### src/rtl/cam_pixel_capture.sv
// OV7670 camera front-end: synchronises the raw camera bus into clk, assembles
// RGB565 byte pairs into pixel strobes with row/column tags, and flags frame edges.
module cam_pixel_capture #(
  parameter int COL_W = 10,
  parameter int ROW_W = 9
) (
  input  logic             clk,
  input  logic             rst_n,
  input  logic             ena,
  input  logic [7:0]       cam_d,
  input  logic             cam_pclk,
  input  logic             cam_href,
  input  logic             cam_vsync,
  output logic             pix_valid,
  output logic [4:0]       pix_r,
  output logic [5:0]       pix_g,
  output logic [4:0]       pix_b,
  output logic [COL_W-1:0] pix_col,
  output logic [ROW_W-1:0] pix_row,
  output logic             frame_start,
  output logic             frame_end,
  output logic [ROW_W-1:0] frame_lines,
  output logic             byte_err
);

  typedef enum logic [1:0] {
    ST_IDLE      = 2'd0,
    ST_VBLANK    = 2'd1,
    ST_LINE_WAIT = 2'd2,
    ST_IN_LINE   = 2'd3
  } state_t;

  // Synchroniser chains: meta flop, stable flop, and a delayed copy for edge detection.
  logic       r_pclk_m, r_pclk_s, r_pclk_d;
  logic       r_href_m, r_href_s, r_href_d;
  logic       r_vsync_m, r_vsync_s, r_vsync_d;
  logic [7:0] r_d_m, r_d_s;

  state_t r_state, w_state_nxt;

  logic             r_phase;
  logic [7:0]       r_hi;
  logic [COL_W-1:0] r_col;
  logic [ROW_W-1:0] r_row;

  logic             r_pix_valid;
  logic [4:0]       r_pix_r;
  logic [5:0]       r_pix_g;
  logic [4:0]       r_pix_b;
  logic [COL_W-1:0] r_pix_col;
  logic [ROW_W-1:0] r_pix_row;
  logic             r_frame_start;
  logic             r_frame_end;
  logic [ROW_W-1:0] r_frame_lines;
  logic             r_byte_err;

  logic w_pclk_rise, w_href_rise, w_href_fall, w_vsync_rise, w_vsync_fall;
  logic w_frame_begin, w_frame_close, w_partial, w_line_begin, w_line_close, w_byte_take;
  logic w_pixel_done, w_phase_after, w_odd_end;
  logic [COL_W-1:0] w_col_inc;
  logic [ROW_W-1:0] w_row_inc;

  // NOTE: every flop uses <= so all of them sample pre-edge values; blocking
  // assignments here would collapse the synchroniser chain into a single stage.
  always_ff @(posedge clk or negedge rst_n) begin
    if (!rst_n) begin
      r_pclk_m  <= 1'b0;
      r_pclk_s  <= 1'b0;
      r_pclk_d  <= 1'b0;
      r_href_m  <= 1'b0;
      r_href_s  <= 1'b0;
      r_href_d  <= 1'b0;
      r_vsync_m <= 1'b0;
      r_vsync_s <= 1'b0;
      r_vsync_d <= 1'b0;
      r_d_m     <= 8'h00;
      r_d_s     <= 8'h00;
    end else if (ena) begin
      r_pclk_m  <= cam_pclk;
      r_pclk_s  <= r_pclk_m;
      r_pclk_d  <= r_pclk_s;
      r_href_m  <= cam_href;
      r_href_s  <= r_href_m;
      r_href_d  <= r_href_s;
      r_vsync_m <= cam_vsync;
      r_vsync_s <= r_vsync_m;
      r_vsync_d <= r_vsync_s;
      r_d_m     <= cam_d;
      r_d_s     <= r_d_m;
    end
  end

  // Data travels through the same two-flop depth as pclk, so it is aligned with w_pclk_rise.
  assign w_pclk_rise  = r_pclk_s & ~r_pclk_d;
  assign w_href_rise  = r_href_s & ~r_href_d;
  assign w_href_fall  = ~r_href_s & r_href_d;
  assign w_vsync_rise = r_vsync_s & ~r_vsync_d;
  assign w_vsync_fall = ~r_vsync_s & r_vsync_d;

  always_ff @(posedge clk or negedge rst_n) begin
    if (!rst_n)   r_state <= ST_IDLE;
    else if (ena) r_state <= w_state_nxt;
  end

  always_comb begin
    w_state_nxt = r_state;
    unique case (r_state)
      ST_IDLE:      if (r_vsync_s) w_state_nxt = ST_VBLANK;
      ST_VBLANK:    if (w_vsync_fall) w_state_nxt = ST_LINE_WAIT;
      ST_LINE_WAIT: begin
        if (w_vsync_rise)     w_state_nxt = ST_VBLANK;
        else if (w_href_rise) w_state_nxt = ST_IN_LINE;
      end
      ST_IN_LINE: begin
        if (w_vsync_rise)     w_state_nxt = ST_VBLANK;
        else if (w_href_fall) w_state_nxt = ST_LINE_WAIT;
      end
      default:              w_state_nxt = ST_IDLE;
    endcase
  end

  // NOTE: each signal gets a default before the case so no path leaves it
  // unassigned, which would otherwise infer a latch.
  always_comb begin
    w_frame_begin = 1'b0;
    w_frame_close = 1'b0;
    w_partial     = 1'b0;
    w_line_begin  = 1'b0;
    w_line_close  = 1'b0;
    w_byte_take   = 1'b0;
    unique case (r_state)
      ST_VBLANK:    w_frame_begin = w_vsync_fall;
      ST_LINE_WAIT: begin
        w_frame_close = w_vsync_rise;
        w_line_begin  = w_href_rise & ~w_vsync_rise;
      end
      ST_IN_LINE: begin
        // A byte landing in the same cycle as the href fall still belongs to the line.
        w_byte_take   = w_pclk_rise & (r_href_s | w_href_fall);
        w_frame_close = w_vsync_rise;
        w_partial     = w_vsync_rise;
        w_line_close  = w_href_fall & ~w_vsync_rise;
      end
      default: ;
    endcase
  end

  assign w_pixel_done  = w_byte_take & r_phase;
  assign w_phase_after = r_phase ^ w_byte_take;
  assign w_odd_end     = (w_line_close | w_partial) & w_phase_after;
  assign w_col_inc     = (&r_col) ? r_col : r_col + COL_W'(1);
  assign w_row_inc     = (&r_row) ? r_row : r_row + ROW_W'(1);

  always_ff @(posedge clk or negedge rst_n) begin
    if (!rst_n) begin
      r_phase <= 1'b0;
      r_hi    <= 8'h00;
      r_col   <= '0;
      r_row   <= '0;
    end else if (ena) begin
      if (w_line_begin || w_line_close || w_frame_close) r_phase <= 1'b0;
      else if (w_byte_take)                               r_phase <= ~r_phase;

      if (w_byte_take && !r_phase) r_hi <= r_d_s;

      if (w_line_begin)      r_col <= '0;
      else if (w_pixel_done) r_col <= w_col_inc;

      if (w_frame_begin)     r_row <= '0;
      else if (w_line_close) r_row <= w_row_inc;
    end
  end

  always_ff @(posedge clk or negedge rst_n) begin
    if (!rst_n) begin
      r_pix_valid   <= 1'b0;
      r_pix_r       <= '0;
      r_pix_g       <= '0;
      r_pix_b       <= '0;
      r_pix_col     <= '0;
      r_pix_row     <= '0;
      r_frame_start <= 1'b0;
      r_frame_end   <= 1'b0;
      r_frame_lines <= '0;
      r_byte_err    <= 1'b0;
    end else if (ena) begin
      r_pix_valid   <= w_pixel_done;
      r_frame_start <= w_frame_begin;
      r_frame_end   <= w_frame_close;
      if (w_pixel_done) begin
        r_pix_r   <= r_hi[7:3];
        r_pix_g   <= {r_hi[2:0], r_d_s[7:5]};
        r_pix_b   <= r_d_s[4:0];
        r_pix_col <= r_col;
        r_pix_row <= r_row;
      end
      // A vsync rise mid-line closes the partial line before reporting the count.
      if (w_frame_close) r_frame_lines <= w_partial ? w_row_inc : r_row;
      if (w_frame_begin)  r_byte_err <= 1'b0;
      else if (w_odd_end) r_byte_err <= 1'b1;
    end
  end

  // Strobes are masked while frozen so a held pulse cannot be seen twice.
  assign pix_valid   = r_pix_valid & ena;
  assign frame_start = r_frame_start & ena;
  assign frame_end   = r_frame_end & ena;
  assign pix_r       = r_pix_r;
  assign pix_g       = r_pix_g;
  assign pix_b       = r_pix_b;
  assign pix_col     = r_pix_col;
  assign pix_row     = r_pix_row;
  assign frame_lines = r_frame_lines;
  assign byte_err    = r_byte_err;

endmodule

### config.mk
export PLATFORM = sky130hd
export DESIGN_NAME = cam_pixel_capture
export DESIGN_NICKNAME = d
export VERILOG_FILES = /design/src/rtl/cam_pixel_capture.sv
export SDC_FILE = /design/constraint.sdc
export NUM_CORES = 1
export LEC_CHECK = 0
export BUFFER_PORTS_ARGS = -buffer_cell sky130_fd_sc_hd__buf_2
export CAP_MARGIN = 10
export CORE_ASPECT_RATIO = 1.2
export CORE_MARGIN = 2
export CORE_UTILIZATION = 57
export DETAILED_ROUTE_END_ITERATION = 10
export PLACE_DENSITY = 0.89
export SKIP_CTS_REPAIR_TIMING = 1
export SYNTH_ARGS = -nofsm -noshare
export SYNTH_HDL_FRONTEND = slang
export SYNTH_SLANG_ARGS = --single-unit
### constraint.sdc
create_clock -name clk -period 2.6 [get_ports clk]
set_clock_uncertainty 0.05 [all_clocks]
set_input_delay 0.52 -clock clk [delete_from_list [all_inputs] [get_ports clk]]
set_output_delay 0.52 -clock clk [all_outputs]
set_load 0.01 [all_outputs]
==> impl_results.md, run 1 <==
- Status: complete, no violations
- H-tree depth: 3
- Root buf cell: clkbuf_8
- Die area: 8690 sq um
- Setup violators final: 0
- CTS tree: built
- Final Hold Viols: 0
- Largest net degree at the start of global routing: 63
- Avg Inst Size Synth: 12.0 sq um
- Clock slew at reported path FFs: between 100 and 150 ps
- RD Place Congestion: 0.865
- Final setup TNS: 0 ps
- PortBufs: 61
- DR vias: 3,166
- CTS max path bufs: 2
- Number of synthesized flops with an enable pin: 0
- Worst Tran Pin Value: 576 ps
- Hold Crit Class: input pin to async pin
- Skew-Pair Late Insertion Delay: around 380 ps
- Drt drc: 0
- Reg-to-reg endpoint: r_col[9]
- R2r worst-path depth: 7
- Grt ovf: 0
- PwrDens: just over 800 nW/um^2
- Crit. End Element: register
- Primary FF master, synth: dfrtp_1
- Die H: 102 um
- First-pass DRT Iterations: 6
- Max VDD drop: 0.539 mV
- Max cap viols: 0
- Layout cells sized above 1: 35.0%
- Async set-reset flop share out of synthesis: 100%
- Core box area: 7710 sq um
- Seq/Total Area, Yosys: 56.9%
- I/O pins: slightly above 60
- Rel. slew slack: 61.5%
- First-pass GRT wire length: 14,400 um
- Area growth from synthesis to final layout: 13.9%
- Fmax: 477 MHz
- RSZ-0062 raised after global routing: no
- Final Hold Slack: 47.8 ps
- Crit Path Class: register to register
- Clk sinks: ~100
- Iter 0 DRT Violations: between 200 and 300
- Slew Limit Fails: 0
- Startpoint type of the worst setup path: register
- Synth unique cells: 53
- Max FO, Critical Path: 4
- Syn Inst Count: 378
- R2R setup slack: 500 ps
- Final ANT Viol Nets: 0
- Cell Area, Synth: 4530 sq um
- Post-DP HPWL: between 6000 and 7000 um
- Footprint of the multi-input gates: 1820 sq um
- Chip width: 85.4 um
- Synth warn: 0
- Diodes inserted: 0
- Tmin final: between 2000 and 2500 ps
- Final-stage net count: 459
- Tot GR Track Use: 21.2%
- Number of synthesized register bits: 103
- Number of buffers created by CTS: 9
- R2r startpoint: r_pclk_d
- Starting Density: 58.8%
- Via-to-Cell Ratio: 5.88
- Static Leakage: 2.50 nW
- Register Area: between 2000 and 3000 sq um
- Vias in the first global route: 3,052
- Crit path arrival time: 2370 ps
- Initial antenna violation count: 0
- Syn nets: 396
- # rows: 35
- WL per Instance: 16.1 um
- Post-detailed-routing wire length: 8650 um
- CP required: 2870 ps
- Fillers: 550
- Crit share post-route: between 80% and 90%
## metal layers
metal / global-route usage, % / wire [um] / up-vias
li1: - / - / 1487
met1: 27.7 / 3740 / 1549
met2: 34.0 / 4220 / 111
met3: 5.38 / 504 / 19
met4: 8.67 / 184 / 0
met5: 0 / 0 / -
## worst max path at each step
stage | startpoint | end | depth (start not counted)
2_1_floorplan | r_state[0] | r_col[9] | 8
3_3_place_gp | r_pclk_d | r_col[9] | 7
3_5_place_dp | r_pclk_d | r_col[9] | 7
4_1_cts | r_pclk_d | r_col[9] | 7
5_1_grt | r_pclk_d | r_col[5] | 7
6_report | r_pclk_d | r_col[9] | 7
## layout by cell type, fill, tap and decap left out, types with 8 or more instances in the layout
cell and n:
buf_2 60, nand3_1 11, mux2_2 63, a21oi_1 8, nor2_1 21, buf_4 10
nand2_1 32, inv_1 11, o21ai_0 19, clkbuf_8 9, dfrtp_1 103
## area by class of cell
cell class	count	share of cell area, %
Clock buffer	9	2.40
Clock inverter	7	1.72
Inverter	11	0.800
Multi-Input combinational cell	245	35.3
Sequential cell	103	49.9
Tap cell	92	2.23
Timing Repair Buffer	71	7.66
## sequential cells by signal, summed over array words and instances (netlist names), 2 cells and up
name	cells
pix_col	10
r_col	10
frame_lines	9
pix_row	9
r_row	9
r_d_m	8
r_d_s	8
r_hi	8
pix_g	6
pix_b	5
pix_r	5
r_state	2
## power breakdown
group	switching (mW)	leakage [nW]	internal, mW
Combinational	0.551	1.06	0.491
Sequential	0.225	1.33	1.94
Clock	0.632	0.107	0.397
Total	1.41	2.50	2.83
## synthesized netlist by cell type (3+ instances only)
cell type    n  area, sq um
nand4_1      7         43.8
nand4b_1     3         26.3
nand3_1     11         55.1
o2bb2ai_1    3         26.3
nor2b_1      3         18.8
o21ai_0     19         95.1
buf_2        5         25.0
mux2i_1      6         60.1
xnor2_1      5         43.8
dfrtp_1    103         2580
o31ai_1      5         37.5
o21a_1       3         22.5
mux2_2      63          709
a31oi_1      4         25.0
ha_1         4         50.1
nor4_1       3         18.8
inv_1       11         41.3
clkbuf_1    11         41.3
nor3_1       7         35.0
nor2_1      21         78.8
nand2_1     32          120
a21oi_1      8         40.0
## logic make-up (layout without fill, tap and decap cells)
kind of cell | count (synthesis) | after routing | share of synthesized area [%]
xor gates and xnor gates | 5 | 5 | 0.966
adders and majority gates | 4 | 4 | 1.10
AOI/OAI and AO/OA | 64 | 64 | 9.55
buffers and inverters | 30 | 98 | 2.95
muxes | 69 | 69 | 17.0
DFF | 103 | 103 | 56.9
and+or+nand+nor | 103 | 103 | 11.6
## through the flow
step | area, sq um | std cells | util (%) | power [mW] | worst slack, ps
final | 5160 | 538 | 67.0 | 4.24 | 502
after global routing | 5160 | 538 | 67.0 | 4.49 | 309
after CTS | 5160 | 538 | 67.0 | 4.27 | 505
after detailed placement | 4950 | 522 | 64.2 | 3.25 | 514
after global placement | 4950 | 522 | 64.2 | 3.19 | 607
after floorplan | 4530 | 378 | - | 2.82 | 410
## worst max-delay path: stages, from the launching register on
cell      delay (ps)
dfrtp_1          390
nand4b_1         230
nor2_1           170
ha_1             230
nand3_1          170
a211o_1          310
or3_1            370
a21oi_2          140
Note: power is estimated with default switching activity, not from simulation.
==> inputs of run 2 (changes only) <==
Settings changed: ABC_AREA set to 1, CORE_UTILIZATION 57 to 52, PLACE_DENSITY 0.89 to 0.86.
Clock period 2.6 ns to 1.8 ns, I/O delays scaled along.
==> run 2 against run 1 <==
Net effect: routed wire length increased by 12%; count of clock-buffer cells in the layout increased by 2; critical endpoint unchanged; maximum frequency increased by 24%; combinational power increased by 66%; register-to-register slack got worse by 390 ps; sequential share of layout area decreased by 1.1 points; die area increased by 9.8%; global-route usage increased by 0.082 points; cell area increased by 2.2%.
==> impl_results.md, run 2 <==
- Met3 Wirelength: 408 um
- Post-detailed-routing wire length: 9700 um
- First-pass DRT Iterations: 5
- Vias in the first global route: 3,561
- Slew Limit Fails: 0
- Starting Density: 53.3%
- Commonest non-fill, non-tap cell in the layout: nand2_1
- Synth unique cells: 29
- Clock slew at reported path FFs: 100 ps
- Final ANT Viol Nets: 0
- Max FO, Critical Path: 11
- Status: complete, no violations
- Die H: 107 um
- RSZ-0062 raised after global routing: yes
- PortBufs: 61
- Most frequent cell after synthesis: nand2_1
- Crit path arrival time: between 1500 and 2000 ps
- Setup crit end: r_col[9]
- Primary FF master, synth: dfrtp_1
- Clk sinks: 103
- Synth warn: 0
- Tmin final: 1690 ps
- WL per Instance: around 13 um
- CP required: 2040 ps
- Rel. slew slack: 69.6%
- Footprint of the multi-input gates: 1710 sq um
- Root buf cell: clkbuf_8
- First-pass GRT wire length: 16,000 um
- Worst Setup Slack, final: 108 ps
- Crit share post-route: 94.0%
- Final-stage net count: 627
- Syn Inst Count: around 540
- Via-to-Cell Ratio: a little over 5
- Initial antenna violation count: 0
- Number of buffers created by CTS: 9
- Largest net degree at the start of global routing: 46
- Number of synthesized flops with an enable pin: 0
- Avg Inst Size Synth: 8.39 sq um
- Hold Crit Class: input pin to register
- Chip width: 89.5 um
- Number of synthesized register bits: around 100
- Reg-to-reg endpoint: r_col[9]
- Seq/Total Area, Yosys: 56.5%
- Fmax: 591 MHz
- Final instance area: 5280 sq um
- PwrDens: 1230 nW/um^2
- Max cap viols: 0
- Static Leakage: 2.79 nW
- H-tree depth: 3
- CTS tree: built
- Fillers: 710
- R2r worst-path depth: 12
- Startpoint type of the worst setup path: register
- Crit Path Class: register to register
- Top Layer Used: met4
- Max VDD drop: 0.484 mV
- Die area: approximately 9500 sq um
- Final Hold Viols: 0
- Cell Area, Synth: about 4600 sq um
- Post-synth top area cell: dfrtp_1
- Layout cells sized above 1: 18.4%
- Final Hold Slack: 142 ps
- Most frequent cells in the layout: nand2_1 (210), dfrtp_1 (103), o21ai_0 (66)
- Crit. End Element: register
- Iter 0 DRT Violations: 308
- Async set-reset flop share out of synthesis: 100%
- Largest cells by area after synthesis: dfrtp_1 (57%), nand2_1 (17%), o21ai_0 (7.2%), inv_1 (3.5%), nand3_1 (3.0%)
- Setup violators final: 0
- CTS max path bufs: 2
- Post-DP Area: ~5000 sq um
- RD Place Congestion: roughly 0.9
- Worst Tran Pin Value: 456 ps
- CP startpoint: r_state[0]
- DR vias: 3,790
- Area growth from synthesis to final layout: 15.7%
- Post-synth top cells: nand2_1 (211), dfrtp_1 (103), o21ai_0 (66)
- Core box area: about 8600 sq um
- Grt ovf: 0
- Register Area: approximately 2600 sq um
- Diodes inserted: 0
- Routed wl met2: 4950 um
- I/O pins: 62
- R2R setup slack: between 100 and 150 ps
- Skew-Pair Late Insertion Delay: 370 ps
- M1 WL: 4120 um
- R2r startpoint: r_state[0]
- Syn nets: around 560
- Dpl ws: 10.8 ps
- Post-DP HPWL: 6760 um
- # rows: 37
- Drt drc: 0
- Tot GR Track Use: 21.3%
- Top-area cell type share of the netlist area: between 50 and 60%
-- run 2: area by class of cell --
type                       count  area share (%)
clock buffer                  11            2.87
clock inverter                 5            1.23
multi-input combinational    373            32.3
timing repair buffer          75            8.41
inverter                      47            3.58
tap                          117            2.77
sequential                   103            48.8
-- run 2: stage by stage --
step / power (mW) / utilization (%) / setup TNS, ps / cells
floorplan: 4.30 / - / 0 / 544
detailed placement: 4.96 / 58.5 / 0 / 712
finish: 6.49 / 61.6 / 0 / 731
global route: 6.91 / 61.6 / -39.8 / 731
CTS: 6.48 / 61.1 / -14.8 / 728
global placement: 4.87 / 58.5 / 0 / 712
-- run 2: cells by family (layout without fill, tap and decap cells) --
kind of cell / after synthesis / count (layout) / share of synthesized area (%)
and+or+nand+nor: 276 / 276 / 25.2
AOI/OAI and AO/OA: 89 / 89 / 10.0
buffers and inverters: 68 / 138 / 6.42
xor gates and xnor gates: 4 / 4 / 0.768
adders and majority gates: 4 / 4 / 1.10
DFF: 103 / 103 / 56.5
-- run 2: critical path, cell delays in order, from the launching register on --
cell	delay [ps]
dfrtp_1	410
nand2_2	110
inv_2	50
nand4_1	130
inv_2	60
ha_1	180
nand2_2	120
clkinv_4	70
nand2_2	80
nand2_4	100
inv_8	100
nand2_1	60
o21ai_1	90
-- run 2: power breakdown --
group / total (mW) / internal, mW / switching [mW]
Sequential: 3.22 / 2.83 / 0.392
Combinational: 1.73 / 0.643 / 1.08
Clock: 1.54 / 0.731 / 0.809
-- run 2: how the worst min path moves through the flow --
stage	startpoint	to	slack [ps]	depth (start not counted)
global route	cam_d[5]	r_d_m[5]	140	3
global placement	rst_n	r_d_m[1]	280	1
floorplan	rst_n	byte_err	10	0
CTS	rst_n	r_href_m	-100	1
finish	cam_vsync	r_vsync_m	140	3
detailed placement	rst_n	r_d_m[6]	290	1
-- run 2: per-layer routing --
metal / up-vias / global-route usage (%)
met1: 1789 / 27.5
met3: 19 / 4.31
li1: 1856 / -
met5: - / 0
met4: 0 / 10.0
met2: 126 / 34.0
==> inputs of run 3 (changes only) <==
Settings changed: ABC_AREA 1 to not set.
==> run 3 against run 2 <==
Net effect: worst hold slack improved by 1.3 ps; the flow now finishes with violations (setup timing); combinational power barely moved; clock power barely moved; count of clock-buffer cells in the layout fell by 2; flip-flop and latch count did not move; sequential power fell by 3%; sequential share of layout area fell by 3.1 points; global-route usage fell by 0.30 points; total power fell by 1.1%; maximum frequency fell by 12%; routed wire length rose by 1.4%.
==> impl_results.md, run 3 (synthesized netlist as in run 1, its figures left out) <==
- Max cap viols: 0
- WL per Instance: 16.6 um
- CTS max path bufs: 2
- CTS tree: built
- Max FO, Critical Path: 4
- Rel. slew slack: between 60% and 70%
- Register Area: 2580 sq um
- Worst Tran Pin Value: 534 ps
- Sw power: 2.08 mW
- Via-to-Cell Ratio: 5.65
- CP startpoint: r_pclk_d
- R2r startpoint: r_pclk_d
- Chip width: around 89 um
- Commonest non-fill, non-tap cell in the layout: dfrtp_1
- Crit Path Class: register to register
- Final ANT Viol Nets: 0
- Tmin final: 1930 ps
- Drt drc: 0
- Tot GR Track Use: 21.0%
- I/O pins: 62
- Final-stage net count: approximately 500
- Most frequent cells in the layout: dfrtp_1 (103), mux2_2 (63), buf_2 (60)
- Layout cells sized above 1: 41.8%
- Static Leakage: between 2 and 3 nW
- Iter 0 DRT Violations: ~180
- Grt ovf: 0
- Worst Setup Slack, final: -128 ps
- Post-detailed-routing wire length: 9830 um
- Clock slew at reported path FFs: 110 ps
- # rows: 37
- Worst path max stage delay: 390 ps
- Diodes inserted: 0
- First-pass DRT Iterations: 4
- Setup violators final: 38
- Root buf cell: clkbuf_8
- Power Internal: 4.33 mW
- Slew Limit Fails: 0
- Failing checks: setup timing
- Sw Share: roughly 32%
- Max VDD drop: just over 0.8 mV
- Crit path arrival time: 2200 ps
- H-tree depth: 3
- Number of buffers created by CTS: 9
- Post-DP HPWL: 6350 um
- Final Hold Viols: 0
- Status: finished with violations
- Die H: roughly 110 um
- Die area: between 9000 and 10,000 sq um
- RSZ-0062 raised after global routing: yes
- Worst-path cell chain: nand4b_1 -> nor2_4 -> ha_4 -> nand3_4 -> a211o_1 -> or3_1 -> a21oi_2
- PwrDens: ~1100 nW/um^2
- Slowest CP cell: dfrtp_1
- First-pass GRT wire length: about 15,000 um
- PortBufs: 61
- DR vias: 3,348
- RD Place Congestion: ~0.84
- Hold Crit Class: input pin to register
- Initial antenna violation count: 0
- Worst Hold Launch: cam_d[6]
- Area growth from synthesis to final layout: 24.4%
- Flop pwr share: 48.4%
- Crit share post-route: 107%
- Core box area: 8520 sq um
- Footprint of the multi-input gates: between 1500 and 2000 sq um
- Clock share of power: between 20% and 30%
- Fmax: 519 MHz
- Starting Density: between 50% and 60%
- Vias in the first global route: 3,182
- Clk sinks: 103
- Combinational Power Share: 27.1%
- Crit. End Element: register
- Dpl ws: -153 ps
- Post-layout power: between 6 and 7 mW
- Fillers: 657
- Largest net degree at the start of global routing: 104
- CP required: just over 2000 ps
- Skew-Pair Late Insertion Delay: 380 ps
- Startpoint type of the worst setup path: register
==> run 3: worst paths after layout <==
| path | end | cells past startpoint | slack, ps |
|---|---|---|---|
| max | r_col[9] | 7 | -130 |
| min | r_d_m[6] | 2 | 140 |
| max reg2reg | r_col[9] | 7 | -130 |
| min reg2reg | frame_lines[6] | 2 | 430 |
| max in group asynchronous | pix_col[9] | 3 | 790 |
| min in group asynchronous | pix_row[5] | 3 | 520 |
==> run 3: per-stage QoR <==
stage	hold slack [ps]	cell area (sq um)	std cells	setup TNS, ps	util, %
finish	143	5640	593	-1940	66.2
CTS	-15.0	5440	586	-3810	63.8
global placement	406	5220	570	-257	61.3
global route	125	5640	593	-5590	66.2
floorplan	14.4	4590	378	-877	-
detailed placement	411	5220	570	-2050	61.3
==> run 3: area by class of cell <==
type	instances	area share, %
Clock buffer	9	2.20
Clock inverter	7	1.69
Inverter	11	0.732
Multi-Input combinational cell	245	34.5
Sequential cell	103	45.7
Tap cell	117	2.60
Timing Repair Buffer	101	12.6
==> run 3: power groups by stage <==
stage	clock network (mW)	registers (mW)	logic, mW
finish	1.57	3.11	1.74
global route	1.71	3.17	1.94
CTS	1.60	3.10	1.68
detailed placement	0	3.14	1.67
global placement	0	3.10	1.61
floorplan	0	3.24	0.869
==> run 3: per-layer routing <==
layer  track usage, %  part of all wire, %
met1             26.0                   41
met2             34.1                   50
met3             6.44                  6.0
met4             7.89                  2.7
met5                0                    0
==> run 3: worst max-delay path: cells and delay by family (launching register included) <==
| kind | cells | cell delay [ps] |
|---|---|---|
| compound gates | 2 | 400 |
| fa+ha+maj | 1 | 190 |
| flops | 1 | 390 |
| simple gates | 4 | 830 |
